`src/rtl/adc_seq_pkg.sv`:
```
// Shared definitions for the ADC conversion sequencer: FSM state encoding and
// SAR averaging control codes.
package adc_seq_pkg;

    localparam int AVG_CODE_W = 3;

    localparam logic [AVG_CODE_W-1:0] AVG_NONE = 3'b000;
    localparam logic [AVG_CODE_W-1:0] AVG_2X   = 3'b001;
    localparam logic [AVG_CODE_W-1:0] AVG_4X   = 3'b010;
    localparam logic [AVG_CODE_W-1:0] AVG_8X   = 3'b011;
    localparam logic [AVG_CODE_W-1:0] AVG_16X  = 3'b100;

    localparam logic [2:0] ST_IDLE    = 3'd0;
    localparam logic [2:0] ST_SELECT  = 3'd1;
    localparam logic [2:0] ST_SETTLE  = 3'd2;
    localparam logic [2:0] ST_CONVERT = 3'd3;
    localparam logic [2:0] ST_STORE   = 3'd4;

    typedef enum logic [2:0] {
        IDLE    = ST_IDLE,
        SELECT  = ST_SELECT,
        SETTLE  = ST_SETTLE,
        CONVERT = ST_CONVERT,
        STORE   = ST_STORE
    } seq_state_e;

endpackage

```
`src/rtl/adc_seq_chan_picker.sv`:
```
// Combinational find-first-set: lowest enabled channel whose index is at or
// above the scan pointer.
module adc_seq_chan_picker
    import adc_seq_pkg::*;
#(
    parameter int NUM_CHANNELS = 4,
    parameter int CH_BITS      = 2
) (
    input  logic [NUM_CHANNELS-1:0] mask_in,
    input  logic [CH_BITS:0]        ptr_in,
    output logic [CH_BITS-1:0]      index_out,
    output logic                    found_out
);

    // Scan downwards so the lowest qualifying channel is the last one written.
    always_comb begin
        index_out = '0;
        found_out = 1'b0;
        for (int i = NUM_CHANNELS - 1; i >= 0; i--) begin
            if (mask_in[i] && ((CH_BITS + 1)'(i) >= ptr_in)) begin
                index_out = CH_BITS'(i);
                found_out = 1'b1;
            end
        end
    end

endmodule

```
`src/rtl/adc_conversion_sequencer.sv`:
```
// Multi-channel scan scheduler around the nonbinary SAR controller.
// Optional conversion watchdog enabled by defining ADC_SEQ_TIMEOUT_EN.
module adc_conversion_sequencer
    import adc_seq_pkg::*;
#(
    parameter int NUM_CHANNELS   = 4,
    parameter int CH_BITS        = 2,
    parameter int RESULT_BITS    = 12,
    parameter int SETTLE_CYCLES  = 4,
    parameter int TIMEOUT_CYCLES = 1024
) (
    input  logic                           clk,
    input  logic                           rst_n,
    input  logic                           start_in,
    input  logic                           continuous_in,
    input  logic [NUM_CHANNELS-1:0]        channel_mask_in,
    input  logic [AVG_CODE_W*NUM_CHANNELS-1:0] avg_cfg_in,
    input  logic                           clear_flags_in,
    input  logic                           conv_finished_in,
    input  logic [RESULT_BITS-1:0]         adc_result_in,
    output logic                           adc_rst_n_out,
    output logic [AVG_CODE_W-1:0]          avg_control_out,
    output logic [CH_BITS-1:0]             channel_sel_out,
    output logic [RESULT_BITS-1:0]         data_out,
    output logic [CH_BITS-1:0]             data_channel_out,
    output logic                           data_valid_out,
    input  logic                           data_ready_in,
    output logic                           busy_out,
    output logic                           overrun_out,
    output logic                           timeout_err_out
);

    localparam int SETTLE_W = (SETTLE_CYCLES > 1) ? $clog2(SETTLE_CYCLES) : 1;

    seq_state_e               state_q, state_d;
    logic [CH_BITS:0]         ptr_q, ptr_d;
    logic [CH_BITS-1:0]       chan_q, chan_d;
    logic [AVG_CODE_W-1:0]    avg_q, avg_d;
    logic [SETTLE_W-1:0]      settle_q, settle_d;
    logic [RESULT_BITS-1:0]   result_q, result_d;
    logic [RESULT_BITS-1:0]   data_q, data_d;
    logic [CH_BITS-1:0]       data_ch_q, data_ch_d;
    logic                     valid_q, valid_d;
    logic                     overrun_q, overrun_d;
    logic [CH_BITS-1:0]       pick_idx;
    logic                     pick_found;

`ifdef ADC_SEQ_TIMEOUT_EN
    localparam int TMO_W = (TIMEOUT_CYCLES > 1) ? $clog2(TIMEOUT_CYCLES) : 1;
    logic [TMO_W-1:0]         tmo_q, tmo_d;
    logic                     timeout_q, timeout_d;
`endif

    adc_seq_chan_picker #(
        .NUM_CHANNELS(NUM_CHANNELS),
        .CH_BITS     (CH_BITS)
    ) u_picker (
        .mask_in  (channel_mask_in),
        .ptr_in   (ptr_q),
        .index_out(pick_idx),
        .found_out(pick_found)
    );

    // Sticky flags clear first so a same-cycle set wins.
    always_comb begin
        state_d   = state_q;
        ptr_d     = ptr_q;
        chan_d    = chan_q;
        avg_d     = avg_q;
        settle_d  = settle_q;
        result_d  = result_q;
        data_d    = data_q;
        data_ch_d = data_ch_q;
        valid_d   = valid_q && !data_ready_in;
        overrun_d = overrun_q && !clear_flags_in;
`ifdef ADC_SEQ_TIMEOUT_EN
        tmo_d     = tmo_q;
        timeout_d = timeout_q && !clear_flags_in;
`endif
        case (state_q)
            IDLE: begin
                if ((start_in || continuous_in) && (|channel_mask_in)) begin
                    state_d = SELECT;
                    ptr_d   = '0;
                end
            end
            SELECT: begin
                if (pick_found) begin
                    chan_d   = pick_idx;
                    avg_d    = avg_cfg_in[int'(pick_idx)*AVG_CODE_W +: AVG_CODE_W];
                    settle_d = '0;
                    state_d  = SETTLE;
                end else begin
                    ptr_d   = '0;
                    state_d = continuous_in ? SELECT : IDLE;
                end
            end
            SETTLE: begin
                if (settle_q == SETTLE_W'(SETTLE_CYCLES - 1)) begin
                    state_d = CONVERT;
`ifdef ADC_SEQ_TIMEOUT_EN
                    tmo_d   = '0;
`endif
                end else begin
                    settle_d = settle_q + SETTLE_W'(1);
                end
            end
            CONVERT: begin
                if (conv_finished_in) begin
                    result_d = adc_result_in;
                    state_d  = STORE;
                end
`ifdef ADC_SEQ_TIMEOUT_EN
                else if (tmo_q == TMO_W'(TIMEOUT_CYCLES - 1)) begin
                    timeout_d = 1'b1;
                    ptr_d     = {1'b0, chan_q} + (CH_BITS + 1)'(1);
                    state_d   = SELECT;
                end else begin
                    tmo_d = tmo_q + TMO_W'(1);
                end
`endif
            end
            STORE: begin
                data_d    = result_q;
                data_ch_d = chan_q;
                valid_d   = 1'b1;
                if (valid_q && !data_ready_in) begin
                    overrun_d = 1'b1;
                end
                ptr_d   = {1'b0, chan_q} + (CH_BITS + 1)'(1);
                state_d = SELECT;
            end
            default: state_d = IDLE;
        endcase
    end

    always_ff @(posedge clk) begin
        if (!rst_n) begin
            state_q   <= IDLE;
            ptr_q     <= '0;
            chan_q    <= '0;
            avg_q     <= '0;
            settle_q  <= '0;
            result_q  <= '0;
            data_q    <= '0;
            data_ch_q <= '0;
            valid_q   <= 1'b0;
            overrun_q <= 1'b0;
`ifdef ADC_SEQ_TIMEOUT_EN
            tmo_q     <= '0;
            timeout_q <= 1'b0;
`endif
        end else begin
            state_q   <= state_d;
            ptr_q     <= ptr_d;
            chan_q    <= chan_d;
            avg_q     <= avg_d;
            settle_q  <= settle_d;
            result_q  <= result_d;
            data_q    <= data_d;
            data_ch_q <= data_ch_d;
            valid_q   <= valid_d;
            overrun_q <= overrun_d;
`ifdef ADC_SEQ_TIMEOUT_EN
            tmo_q     <= tmo_d;
            timeout_q <= timeout_d;
`endif
        end
    end

    // The SAR controller only runs while converting; every other state holds it in reset.
    assign adc_rst_n_out    = (state_q == CONVERT);
    assign busy_out         = (state_q != IDLE);
    assign avg_control_out  = avg_q;
    assign channel_sel_out  = chan_q;
    assign data_out         = data_q;
    assign data_channel_out = data_ch_q;
    assign data_valid_out   = valid_q;
    assign overrun_out      = overrun_q;
`ifdef ADC_SEQ_TIMEOUT_EN
    assign timeout_err_out  = timeout_q;
`else
    assign timeout_err_out  = 1'b0;
`endif

endmodule
```
`config.mk`:
```
export PLATFORM = sky130hd
export DESIGN_NAME = adc_conversion_sequencer
export DESIGN_NICKNAME = d
export VERILOG_FILES = /design/src/rtl/adc_seq_pkg.sv /design/src/rtl/adc_seq_chan_picker.sv /design/src/rtl/adc_conversion_sequencer.sv
export SDC_FILE = /design/constraint.sdc
export NUM_CORES = 1
export LEC_CHECK = 0
export CAP_MARGIN = 30
export CELL_PAD_IN_SITES_DETAIL_PLACEMENT = 0
export CELL_PAD_IN_SITES_GLOBAL_PLACEMENT = 2
export CORE_ASPECT_RATIO = 0.75
export CORE_MARGIN = 4
export CORE_UTILIZATION = 25
export DETAILED_ROUTE_END_ITERATION = 7
export PLACE_DENSITY = 0.84
export SLEW_MARGIN = 20
export SYNTH_ARGS = -nofsm -noshare
export SYNTH_HDL_FRONTEND = slang
export SYNTH_SLANG_ARGS = --single-unit
```
`constraint.sdc`:
```
create_clock -name clk -period 2.7 [get_ports clk]
set_input_delay 0.81 -clock clk [delete_from_list [all_inputs] [get_ports clk]]
set_output_delay 0.81 -clock clk [all_outputs]
set_load 0.02 [all_outputs]
```
==> results.json <==
{
  "status": "complete, no violations",
  "drc_errors": 0,
  "ys_warn_count": 0,
  "tritoncts": "built",
  "multi_input_area_um2": 872,
  "netlist_area_um2": 1760,
  "worstSetupPathType": "reg -> out",
  "ir_drop_mv": 0.205,
  "path_cells": "nor2b_1, and2_1, clkdlybuf4s50_1",
  "syn_nets": 256,
  "track_usage_pct": 11.3,
  "arrival_ns": 1.77,
  "min_path_type": "reg -> reg",
  "cts.sinks": 41,
  "slew_headroom_pct": 54.7,
  "ios": 59,
  "post_cts_resized": 0,
  "fin_crit_sh_pct": 95.7,
  "drive_above_1_share_pct": 7.91,
  "dpl.hpwl_um": 3340,
  "antenna_found_initial": 0,
  "overflow": 0,
  "dr_wl_met2_um": 2130,
  "hold_slack_ns": 0.446,
  "numCtsBuffers": 5,
  "final_nets": 315,
  "ys_ff_latch": 41,
  "p_total_mw": 1.38,
  "clkTransAtPathRegs_ns": 0.08,
  "grt_max_degree": 38,
  "via_per_inst": 4.45,
  "wl_met3_um": 116,
  "syn2layout_area_growth_pct": 45.2,
  "yosysTopAreaCell": "dfxtp_1",
  "io_buffers": 57,
  "power_density_nw_per_um2": 539,
  "synth.most_common_cell": "nand2_1",
  "cp_slowest_stage_delay_ns": 0.63,
  "yosysUniqueCellTypes": 41,
  "first_pass_iters": 4,
  "p_leak_nw": 0.890,
  "routedWlPerCell_um": 12.6,
  "syn_avg_cell_area_um2": 8.03,
  "die-area_um2": 8450,
  "ys_async_sr_fraction_pct": 0,
  "met1Wirelength_um": 2290,
  "clock_latency_ns": 0.28,
  "critPathCaptureType": "output pin",
  "tightest_slew_ns": 0.674,
  "post_dp_cell_area_um2": 2450,
  "fp.coreArea_um2": 6830,
  "seq_area_frac_synth_pct": 46.7,
  "drv_slew": 0,
  "path_max_fanout": 10,
  "final_util_pct": 37.4,
  "first_iter_violations": 103,
  "hold_buffers": 0,
  "die_x_um": 105,
  "vias": 1611,
  "cp-start-kind": "register",
  "fin_skew_ns": 0.00930,
  "cts_setup_buffers": 0,
  "first_global_vias": 1593,
  "synth_top_cells_by_area": "dfxtp_1 47%, nand2_1 13%, a21oi_1 10%, mux2i_1 4.0%, nor2_1 2.8%",
  "ys.flop_type": "dfxtp_1",
  "cp_data_required_time_ns": 1.89,
  "synth_top_cells_by_count": "60 x nand2_1, 41 x dfxtp_1, 35 x a21oi_1",
  "root_buffer": "clkbuf_8",
  "synth_edf_count": 0,
  "seqCellArea_um2": 821,
  "finalSetupTns_ns": 0,
  "insertedDiodeCount": 0,
  "finalSetupViolCount": 0,
  "crit_buf_inv": 1,
  "critPathTopFamily": "buffers and inverters",
  "fillers": 734,
  "cts_max_level": 2,
  "synth_top_cell_area_share_pct": 46.7,
  "wl_um": 4570,
  "grt_pass1_wl_um": 7670,
  "globalplace.congestion": 0.764,
  "hold_viol": 0,
  "drv_cap": 0,
  "clockBufferDepth": 2,
  "die_h_um": 80.6,
  "fmax_mhz": 387,
  "core.rowCount": 26,
  "grt_setup_unrepaired": "no",
  "stdcell_area_um2": 2550,
  "period_minus_slack_ns": 2.58,
  "antenna_left": 0,
  "syn_inst": 219,
  "highest_layer": "met4",
  "initial_core_util_pct": 25.7,
  "slowest_stage": "clkdlybuf4s50_1"
}
worst register-to-register path, stage by stage (launching register included):
cell	delay [ns]
dfxtp_1	0.43
nand3_1	0.15
a311oi_4	0.35
buf_12	0.17
mux2i_1	0.18
nor3_1	0.07
a311o_2	0.34
cells by family after synthesis:
family / share of synthesized area [%]
other cells: 0.213
flops: 46.7
compound gates: 20.0
mux: 3.99
buf+inv: 3.70
simple gates: 24.0
fa+ha+maj: 1.42
sequential cells by signal (all words and copies together) (netlist names), 2 cells and up:
register / cells
settle_q: 2
data_out: 12
result_q: 12
channel_sel_out: 2
data_channel_out: 2
ptr_q: 3
avg_control_out: 3
state_q: 3
per-stage QoR:
| step | setup slack (ns) | std cells |
|---|---|---|
| floorplan | 0.492 | 219 |
| global placement | 0.0503 | 355 |
| detailed placement | 0.0221 | 355 |
| CTS | 0.0852 | 362 |
| global route | 0.0158 | 362 |
| finish | 0.115 | 362 |
final timing paths:
check	startpoint	endpoint	slack (ns)	depth (start not counted)
max reg2reg	ptr_q[1]$_SDFFE_PN0P_	avg_control_out[0]$_SDFFE_PN0P_	0.91	6
min	result_q[3]$_SDFFE_PN0P_	data_out[3]$_SDFFE_PN0P_	0.45	2
min reg2reg	result_q[3]$_SDFFE_PN0P_	data_out[3]$_SDFFE_PN0P_	0.45	2
max	state_q[2]$_SDFFE_PN0P_	adc_rst_n_out	0.12	3
routing by layer:
metal / vias to the layer above / track usage, %
met5: - / 0
met4: 0 / 3.15
met3: 4 / 2.73
met2: 23 / 18.0
met1: 724 / 15.1
li1: 860 / -
cell type report:
| cell class | instances | share of cell area (%) |
|---|---|---|
| multi-input combinational | 162 | 34.2 |
| sequential | 41 | 32.2 |
| clock inverter | 2 | 1.37 |
| timing repair buffer | 64 | 24.9 |
| tap | 84 | 4.12 |
| inverter | 4 | 0.588 |
| clock buffer | 5 | 2.70 |
power breakdown:
group          leakage (nW)  total, mW  internal, mW  switching, mW
registers             0.331      0.645         0.628         0.0170
clock network        0.0540      0.465         0.269          0.197
logic                 0.505      0.266         0.136          0.130
cell usage in the layout, fill, tap and decap left out, types with 5 or more instances in the layout:
| master | n |
|---|---|
| nand2_1 | 60 |
| clkdlybuf4s50_1 | 57 |
| dfxtp_1 | 41 |
| a21oi_1 | 35 |
| nor2_1 | 13 |
| mux2i_1 | 7 |
| buf_4 | 6 |
| o21ai_0 | 5 |
| clkbuf_8 | 5 |
(Power assumes the default switching activity.)
